$ cat config.mk
export PLATFORM = sky130hd
export DESIGN_NAME = csr_spi_master
export DESIGN_NICKNAME = d
export VERILOG_FILES = /design/src/rtl/csr_spi_master_pkg.sv /design/src/rtl/spi_byte_shifter.sv /design/src/rtl/csr_spi_master.sv
export SDC_FILE = /design/constraint.sdc
export NUM_CORES = 1
export LEC_CHECK = 0
export CAP_MARGIN = 20
export CORE_AREA = 2 2 64 112
export DETAILED_ROUTE_END_ITERATION = 6
export DIE_AREA = 0 0 66 114
export PLACE_DENSITY = 0.74
export SETUP_SLACK_MARGIN = 0.2
export SYNTH_ARGS = -nofsm -noshare
export SYNTH_HDL_FRONTEND = slang
export SYNTH_HIERARCHICAL = 1
export SYNTH_SLANG_ARGS = --single-unit
$ cat constraint.sdc
create_clock -name clk -period 6.2 [get_ports clk]
set_input_delay 1.55 -clock clk [delete_from_list [all_inputs] [get_ports clk]]
set_output_delay 1.55 -clock clk [all_outputs]
set_load 0.01 [all_outputs]
$ cat src/rtl/csr_spi_master_pkg.sv
// Definitions shared by the CSR-bus devices: decoded address and the modify
// operation encodings with the read-modify-write helper they all use.
package csr_spi_master_pkg;

   localparam logic [11:0] CSR_SPI_ADDR = 12'h7c2;

   typedef enum logic [1:0] {
      MOD_NONE  = 2'b00,
      MOD_WRITE = 2'b01,
      MOD_SET   = 2'b10,
      MOD_CLEAR = 2'b11
   } modify_e;

   typedef enum logic {
      ST_IDLE  = 1'b0,
      ST_SHIFT = 1'b1
   } spi_state_e;

   function automatic logic [31:0] csr_modify(input modify_e   op,
                                              input logic [31:0] cur,
                                              input logic [31:0] operand);
      case (op)
         MOD_WRITE: return operand;
         MOD_SET:   return cur | operand;
         MOD_CLEAR: return cur & ~operand;
         default:   return cur;
      endcase
   endfunction

endpackage

$ cat src/rtl/spi_byte_shifter.sv
// Mode-0 SPI byte engine: divider, SCK, MSB-first tx/rx shifting and bit count.
// busy_o rises at the start edge; done_o is high in the cycle before the last SCK fall.
module spi_byte_shifter
   import csr_spi_master_pkg::*;
#(
   parameter int unsigned CLK_DIV = 2
) (
   input  logic       clk,
   input  logic       rstn,
   input  logic       start_i,
   input  logic [7:0] tx_byte_i,
   input  logic       miso_i,
   output logic       busy_o,
   output logic       done_o,
   output logic [7:0] rx_byte_o,
   output logic       sck_o,
   output logic       mosi_o
);

   localparam logic [7:0] DIV_TC = 8'(CLK_DIV - 1);

   spi_state_e state_q, state_d;
   logic [7:0] div_q, div_d;
   logic       sck_q, sck_d;
   logic [7:0] tx_q, tx_d;
   logic [7:0] rx_q, rx_d;
   logic [2:0] bit_q, bit_d;
   logic       done;

   always_ff @(posedge clk or negedge rstn) begin
      if (!rstn) begin
         state_q <= ST_IDLE;
         div_q   <= '0;
         sck_q   <= 1'b0;
         tx_q    <= '0;
         rx_q    <= '0;
         bit_q   <= '0;
      end else begin
         state_q <= state_d;
         div_q   <= div_d;
         sck_q   <= sck_d;
         tx_q    <= tx_d;
         rx_q    <= rx_d;
         bit_q   <= bit_d;
      end
   end

   always_comb begin
      state_d = state_q;
      div_d   = div_q;
      sck_d   = sck_q;
      tx_d    = tx_q;
      rx_d    = rx_q;
      bit_d   = bit_q;
      done    = 1'b0;
      case (state_q)
         ST_IDLE: begin
            if (start_i) begin
               state_d = ST_SHIFT;
               tx_d    = tx_byte_i;
               div_d   = '0;
               bit_d   = '0;
               sck_d   = 1'b0;
            end
         end
         ST_SHIFT: begin
            if (div_q == DIV_TC) begin
               div_d = '0;
               sck_d = ~sck_q;
               if (!sck_q) begin
                  rx_d = {rx_q[6:0], miso_i};
               end else begin
                  bit_d = bit_q + 3'd1;
                  // The last fall leaves tx untouched so MOSI holds the final bit.
                  if (bit_q == 3'd7) begin
                     state_d = ST_IDLE;
                     done    = 1'b1;
                  end else begin
                     tx_d = {tx_q[6:0], 1'b0};
                  end
               end
            end else begin
               div_d = div_q + 8'd1;
            end
         end
         default: state_d = ST_IDLE;
      endcase
   end

   assign busy_o    = (state_q == ST_SHIFT);
   assign done_o    = done;
   assign rx_byte_o = rx_q;
   assign sck_o     = sck_q;
   assign mosi_o    = tx_q[7];

endmodule

$ cat src/rtl/csr_spi_master.sv
// CSR-mapped byte-wide SPI master: register decode, modify ALU, chip select and rx byte.
// Modifies arriving while a byte is in flight are dropped; reads are side-effect free.
module csr_spi_master
   import csr_spi_master_pkg::*;
#(
   parameter int unsigned CLK_DIV = 2
) (
   input  logic        clk,
   input  logic        rstn,
   input  logic        read,
   input  logic [1:0]  modify,
   input  logic [31:0] wdata,
   input  logic [11:0] addr,
   output logic [31:0] rdata,
   output logic        valid,
   output logic        spi_sck,
   output logic        spi_mosi,
   input  logic        spi_miso,
   output logic        spi_csn
);

   logic        cs_active_q, cs_active_d;
   logic [7:0]  rx_byte_q, rx_byte_d;
   logic        busy, done, start, wr_en;
   logic [7:0]  shift_rx;
   logic [31:0] reg_val, new_val;
   modify_e     mod_op;
   logic        unused_bits;

   always_ff @(posedge clk or negedge rstn) begin
      if (!rstn) begin
         cs_active_q <= 1'b0;
         rx_byte_q   <= '0;
      end else begin
         cs_active_q <= cs_active_d;
         rx_byte_q   <= rx_byte_d;
      end
   end

   always_comb begin
      mod_op      = modify_e'(modify);
      valid       = (addr == CSR_SPI_ADDR);
      reg_val     = {22'b0, cs_active_q, busy, rx_byte_q};
      rdata       = valid ? reg_val : 32'b0;
      new_val     = csr_modify(mod_op, reg_val, wdata);
      wr_en       = valid && (mod_op != MOD_NONE) && !busy;
      start       = wr_en && new_val[8];
      cs_active_d = wr_en ? new_val[9] : cs_active_q;
      rx_byte_d   = done ? shift_rx : rx_byte_q;
   end

   assign spi_csn     = ~cs_active_q;
   assign unused_bits = ^{read, new_val[31:10]};

   spi_byte_shifter #(
      .CLK_DIV (CLK_DIV)
   ) u_shifter (
      .clk       (clk),
      .rstn      (rstn),
      .start_i   (start),
      .tx_byte_i (new_val[7:0]),
      .miso_i    (spi_miso),
      .busy_o    (busy),
      .done_o    (done),
      .rx_byte_o (shift_rx),
      .sck_o     (spi_sck),
      .mosi_o    (spi_mosi)
   );

endmodule

==> impl_metrics.env, run 1 <==
export IMPL_avgRoutedWirePerCell_um=13.4
export IMPL_arrival_ps=3770
export IMPL_finalWeightedCongestion=0.748
export IMPL_design_die_area_um2=7520
export IMPL_finalClockSkew_ps=5.18
export IMPL_dr_pass1_iters=4
export IMPL_synth_area_per_cell_um2=9.70
export IMPL_leakagePower_uw=0.00124
export IMPL_cts_buffer_depth=2
export IMPL_post_cts_resized=0
export IMPL_multi_input_area_um2=1170
export IMPL_fmax_mhz=188
export IMPL_peakVddDrop_uv=101
export IMPL_start_kind="input pin"
export IMPL_antenna_found_initial=0
export IMPL_regArea_um2=951
export IMPL_hp_start="u_shifter/rx_byte_o[7]"
export IMPL_crit_start="addr[0]"
export IMPL_port_buffer_count=40
export IMPL_instances_no_fill=354
export IMPL_grt_pass1_vias=1771
export IMPL_rows=40
export IMPL_die_h_um=114
export IMPL_drc=0
export IMPL_worstMarginPinSlew_ps=825
export IMPL_grt_max_degree=39
export IMPL_period_needed_ps=5320
export IMPL_detail_route_antenna_nets=0
export IMPL_drt_wl_total_mm=4.75
export IMPL_cts_hold_buf=0
export IMPL_fin_crit_sh=0.859
export IMPL_synth_cell_type_count=40
export IMPL_drive_above_1_share=0.119
export IMPL_initial_core_util=0.337
export IMPL_crit_type="in -> out"
export IMPL_rsz0062_at_grt="false"
export IMPL_fillers=683
export IMPL_final_core_utilization=0.416
export IMPL_crit_path_end_kind="output port"
export IMPL_required_ps=4650
export IMPL_die_w_um=66
export IMPL_min_path_type="reg -> reg"
export IMPL_num_vias=1831
export IMPL_cts_buffers=5
export IMPL_viasPerCell=5.17
export IMPL_fin_setup_tns_ps=0
export IMPL_yosys_warnings=6
export IMPL_insertion_delay_ps=280
export IMPL_root_buffer="clkbuf_16"
export IMPL_cts_max_level=2
export IMPL_relSlewSlack=0.450
export IMPL_post_cts_buffers=0
export IMPL_grt_overflow_total=0
export IMPL_cap_violations=0
export IMPL_area_growth_pct=23.4
export IMPL_grt_usage=0.134
export IMPL_crit_path_max_fanout=9
export IMPL_hold_viol_final=0
export IMPL_cts_tree="yes"
export IMPL_synth_seq_cells=38
export IMPL_fp_coreArea_um2=6710
export IMPL_dp_hpwl_mm=3.50
export IMPL_power_density_nw_per_um2=205
export IMPL_r2r_start="u_shifter/div_q[1]"
export IMPL_num_io_pins=86
export IMPL_nNetsFinal=323
export IMPL_setup_viol=0
export IMPL_syn_inst=233
export IMPL_slew_violations=0
export IMPL_dr_first_iter_drc_count=130
export IMPL_placedCellCount=346
export IMPL_synth_seq_area_share=0.421
export IMPL_num_antenna_cells=0
export IMPL_cts_sinks=38
export IMPL_grt_pass1_wl_mm=7.85
export IMPL_finalPower_uw=573
export IMPL_clkTransAtPathRegs_ps=60
export IMPL_status="complete, no violations"
export IMPL_synthesis_area_um2=2260
==> final timing paths <==
check                                     endpoint  slack, ps  cells past startpoint
min in group asynchronous             rx_byte_q[3]       1370                      1
max in group asynchronous       u_shifter/bit_q[2]       4300                      1
worst min register to register        rx_byte_q[7]        500                      1
worst min-delay path                  rx_byte_q[7]        500                      1
worst max register to register        rx_byte_q[6]       3770                      6
worst max-delay path                      rdata[1]        880                      5
==> through the flow <==
| stage | hold slack, ps | area [um2] | worst slack [ps] |
|---|---|---|---|
| floorplan | 468 | 2340 | 1980 |
| global placement | 482 | 2640 | 934 |
| detailed placement | 493 | 2640 | 912 |
| CTS | 505 | 2790 | 898 |
| global route | 529 | 2790 | 831 |
| finish | 503 | 2790 | 876 |
==> layout by cell type, fill, tap and decap left out, types with 3 or more instances in the layout <==
cell	instances
clkdlybuf4s50_1	39
dfrtp_1	38
nor2_1	24
conb_1	22
mux2_2	16
nand2_1	16
nor2b_1	11
a21oi_1	9
and2_1	8
a211oi_1	8
a311oi_1	8
o22ai_1	8
nand3_1	7
mux2i_1	5
clkbuf_16	5
o21ai_0	4
ha_1	4
inv_1	3
a31oi_1	3
==> area by class of cell <==
cell class,count,share of cell area
sequential,38,0.341
clock buffer,6,0.0498
clock inverter,2,0.00448
timing repair buffer,41,0.144
tap,84,0.0377
inverter,3,0.00404
multi-input combinational,180,0.419
==> worst max-delay path: stages <==
cell             delay (ps)
clkdlybuf4s50_1         410
or4b_4                  570
nor2_1                  460
and2_1                  240
clkdlybuf4s50_1         540
==> cells in the mapped netlist, drive strengths merged <==
master | n | share of area
a211oi | 8 | 0.027
a21boi | 1 | 0.0033
a21oi | 9 | 0.020
a221o | 1 | 0.0044
a22o | 2 | 0.0077
a22oi | 2 | 0.0066
a311oi | 8 | 0.031
a31oi | 3 | 0.0083
and2 | 8 | 0.022
and3 | 2 | 0.0055
and4 | 1 | 0.0039
and4b | 1 | 0.0044
buf | 26 | 0.081
clkbuf | 7 | 0.012
conb | 1 | 0.0017
dfrtp | 38 | 0.42
ha | 4 | 0.022
inv | 3 | 0.0050
mux2 | 16 | 0.080
mux2i | 5 | 0.022
nand2 | 16 | 0.027
nand2b | 2 | 0.0055
nand3 | 7 | 0.015
nand4 | 2 | 0.0055
nand4b | 1 | 0.0066
nor2 | 24 | 0.040
nor2b | 11 | 0.030
nor3 | 2 | 0.0044
nor3b | 1 | 0.0055
nor4 | 1 | 0.0094
o211ai | 2 | 0.0066
o21ai | 4 | 0.0089
o22ai | 8 | 0.022
or2 | 1 | 0.0028
or4 | 1 | 0.0050
or4b | 1 | 0.0061
xnor2 | 2 | 0.0077
xor2 | 1 | 0.0039
==> routing by layer <==
layer / track usage / vias up / part of all wire
met5: 0 / - / 0
met4: 0.0626 / 0 / 0.020
met3: 0.0276 / 7 / 0.058
met2: 0.245 / 57 / 0.54
met1: 0.143 / 895 / 0.38
li1: - / 872 / -
==> sequential cells by signal, indices dropped and copies added, names as in the netlist <==
name                 count
u_shifter/rx_byte_o      8
u_shifter/bit_q          3
u_shifter/tx_q           8
u_shifter/div_q          8
rx_byte_q                8
u_shifter/busy_o         1
cs_active_q              1
u_shifter/sck_o          1
==> logic make-up (layout without fill, tap and decap cells) <==
logic type	count (synthesis)	in the layout	synth area share
XOR/XNOR	3	3	0.0116
AND/OR/NAND/NOR	82	82	0.199
adder cells (fa/ha/maj)	4	4	0.0221
flip-flops	38	38	0.421
multiplexers	21	21	0.102
other	1	22	0.00166
buffers and inverters	36	52	0.0974
AO/OA/AOI/OAI	48	48	0.146
==> where the power goes <==
group          total [uW]  internal, uW  switching [uW]  leakage, uW
clock network         254           159            94.8    0.0000729
logic                58.3          28.1            30.2     0.000685
registers             261           254            7.48     0.000484
total                 573           441             132      0.00124
No activity file was read; power rests on OpenSTA's default activity.
==> run 2: changes to the inputs <==
PLACE_DENSITY = not set   (was 0.74)
==> run 2 against run 1 <==
  * Sequential cell count unchanged
  * Wire length up 2.9%
  * Final area up 0.40%
  * Cell count down 0.28%
  * Hold slack better by 1.6 ps
  * First-iteration DRC count down 69%
  * Clock skew down 2.6 ps
  * Highest routed layer unchanged
==> impl_metrics.env, run 2 (same netlist as run 1, synthesis figures left out) <==
export IMPL_status="complete, no violations"
export IMPL_setup_viol=0
export IMPL_die_w_um=66
export IMPL_rows=40
export IMPL_initial_core_util=0.337
export IMPL_finalPower_uw=610
export IMPL_root_buffer="clkbuf_16"
export IMPL_antenna_found_initial=0
export IMPL_layout_common_cells="clkdlybuf4s50_1, dfrtp_1, nor2_1"
export IMPL_hold_depth=1
export IMPL_dr_first_iter_drc_count=40
export IMPL_start_kind="input pin"
export IMPL_dr_pass1_iters=4
export IMPL_slew_violations=0
export IMPL_leakagePower_uw=0.00124
export IMPL_grt_max_degree=39
export IMPL_r2r_cells=6
export IMPL_nNetsFinal=322
export IMPL_num_vias=1781
export IMPL_multi_input_area_um2=1170
export IMPL_r2r_start="u_shifter/div_q[1]"
export IMPL_detail_route_antenna_nets=0
export IMPL_r2r_slack_ps=3730
export IMPL_fin_crit_sh=0.852
export IMPL_cts_buffers=5
export IMPL_period_needed_ps=5290
export IMPL_drive_above_1_share=0.115
export IMPL_whs_ps=504
export IMPL_cts_buffer_depth=2
export IMPL_crit_type="in -> out"
export IMPL_insertion_delay_ps=280
export IMPL_crit_path_end_kind="output port"
export IMPL_num_antenna_cells=0
export IMPL_finalWeightedCongestion=0.805
export IMPL_grt_pass1_vias=1709
export IMPL_die_h_um=114
export IMPL_fmax_mhz=189
export IMPL_instances_no_fill=353
export IMPL_num_io_pins=86
export IMPL_worstMarginPinSlew_ps=895
export IMPL_min_path_type="reg -> reg"
export IMPL_arrival_ps=3740
export IMPL_cap_violations=0
export IMPL_fp_coreArea_um2=6710
export IMPL_rsz0062_at_grt="false"
export IMPL_dp_hpwl_mm=3.59
export IMPL_required_ps=4650
export IMPL_cts_tree="yes"
export IMPL_crit_path_max_fanout=9
export IMPL_regArea_um2=951
export IMPL_power_density_nw_per_um2=218
export IMPL_grt_overflow_total=0
export IMPL_fin_setup_tns_ps=0
export IMPL_area_growth_pct=23.9
export IMPL_clkTransAtPathRegs_ps=60
export IMPL_drt_wl_total_mm=4.89
export IMPL_r2r_end="rx_byte_q[4]"
export IMPL_cts_max_level=2
export IMPL_post_cts_buffers=0
export IMPL_grt_pass1_wl_mm=8.04
export IMPL_final_common_cell="clkdlybuf4s50_1"
export IMPL_drc=0
export IMPL_final_core_utilization=0.418
export IMPL_cts_sinks=38
export IMPL_peakVddDrop_uv=189
export IMPL_port_buffer_count=40
export IMPL_placedCellCount=345
export IMPL_avgRoutedWirePerCell_um=13.8
export IMPL_finalClockSkew_ps=2.54
export IMPL_fillers=686
export IMPL_grt_usage=0.138
export IMPL_design_die_area_um2=7520
export IMPL_min_to="u_shifter/rx_byte_o[7]"
export IMPL_viasPerCell=5.05
export IMPL_relSlewSlack=0.402
export IMPL_hp_start="u_shifter/rx_byte_o[7]"
export IMPL_cts_hold_buf=0
export IMPL_hold_viol_final=0
export IMPL_post_cts_resized=0
-- run 2: through the flow --
| stage | cell area [um2] | worst slack [ps] |
|---|---|---|
| after floorplan | 2340 | 1980 |
| after global placement | 2630 | 863 |
| after detailed placement | 2630 | 858 |
| after CTS | 2800 | 861 |
| after global routing | 2800 | 797 |
| final | 2800 | 915 |
-- run 2: how the worst max path moves through the flow --
| stage | cells after the start | from | to |
|---|---|---|---|
| 5_1_grt | 5 | addr[0] | rdata[1] |
| 6_report | 5 | addr[0] | rdata[1] |
| 2_1_floorplan | 3 | addr[0] | rdata[0] |
| 3_5_place_dp | 5 | addr[0] | rdata[1] |
| 4_1_cts | 5 | addr[0] | rdata[1] |
| 3_3_place_gp | 5 | addr[0] | rdata[1] |
-- run 2: area by class of cell --
class                   instances  area share
clock buffers                   5      0.0447
clock inverters                 3      0.0161
inverters                       3     0.00402
multi-input cells             180       0.417
flip-flops and latches         38       0.339
well taps                      84      0.0375
repair buffers                 40       0.141
-- run 2: critical path: stages --
cell and delay [ps]:
clkdlybuf4s50_1 400, or4b_4 560, nor2_1 450, and2_1 220, clkdlybuf4s50_1 550
-- run 2: per-layer routing --
metal / part of all wire / GRT usage
met2: 0.51 / 0.249
met1: 0.41 / 0.150
met5: 0 / 0
met3: 0.054 / 0.0276
met4: 0.022 / 0.0653
-- run 2: power by group --
part,switching (uW),leakage (uW),internal [uW],total [uW]
clock,101,0.0000760,189,291
sequential,7.61,0.000484,254,261
combinational,30.2,0.000680,27.7,57.9
==> run 3: changes to the inputs <==
SKIP_CTS_REPAIR_TIMING = 1   (was not set)
==> results of run 3 <==
Final layout, timing and power as in run 2 (identical DEF).
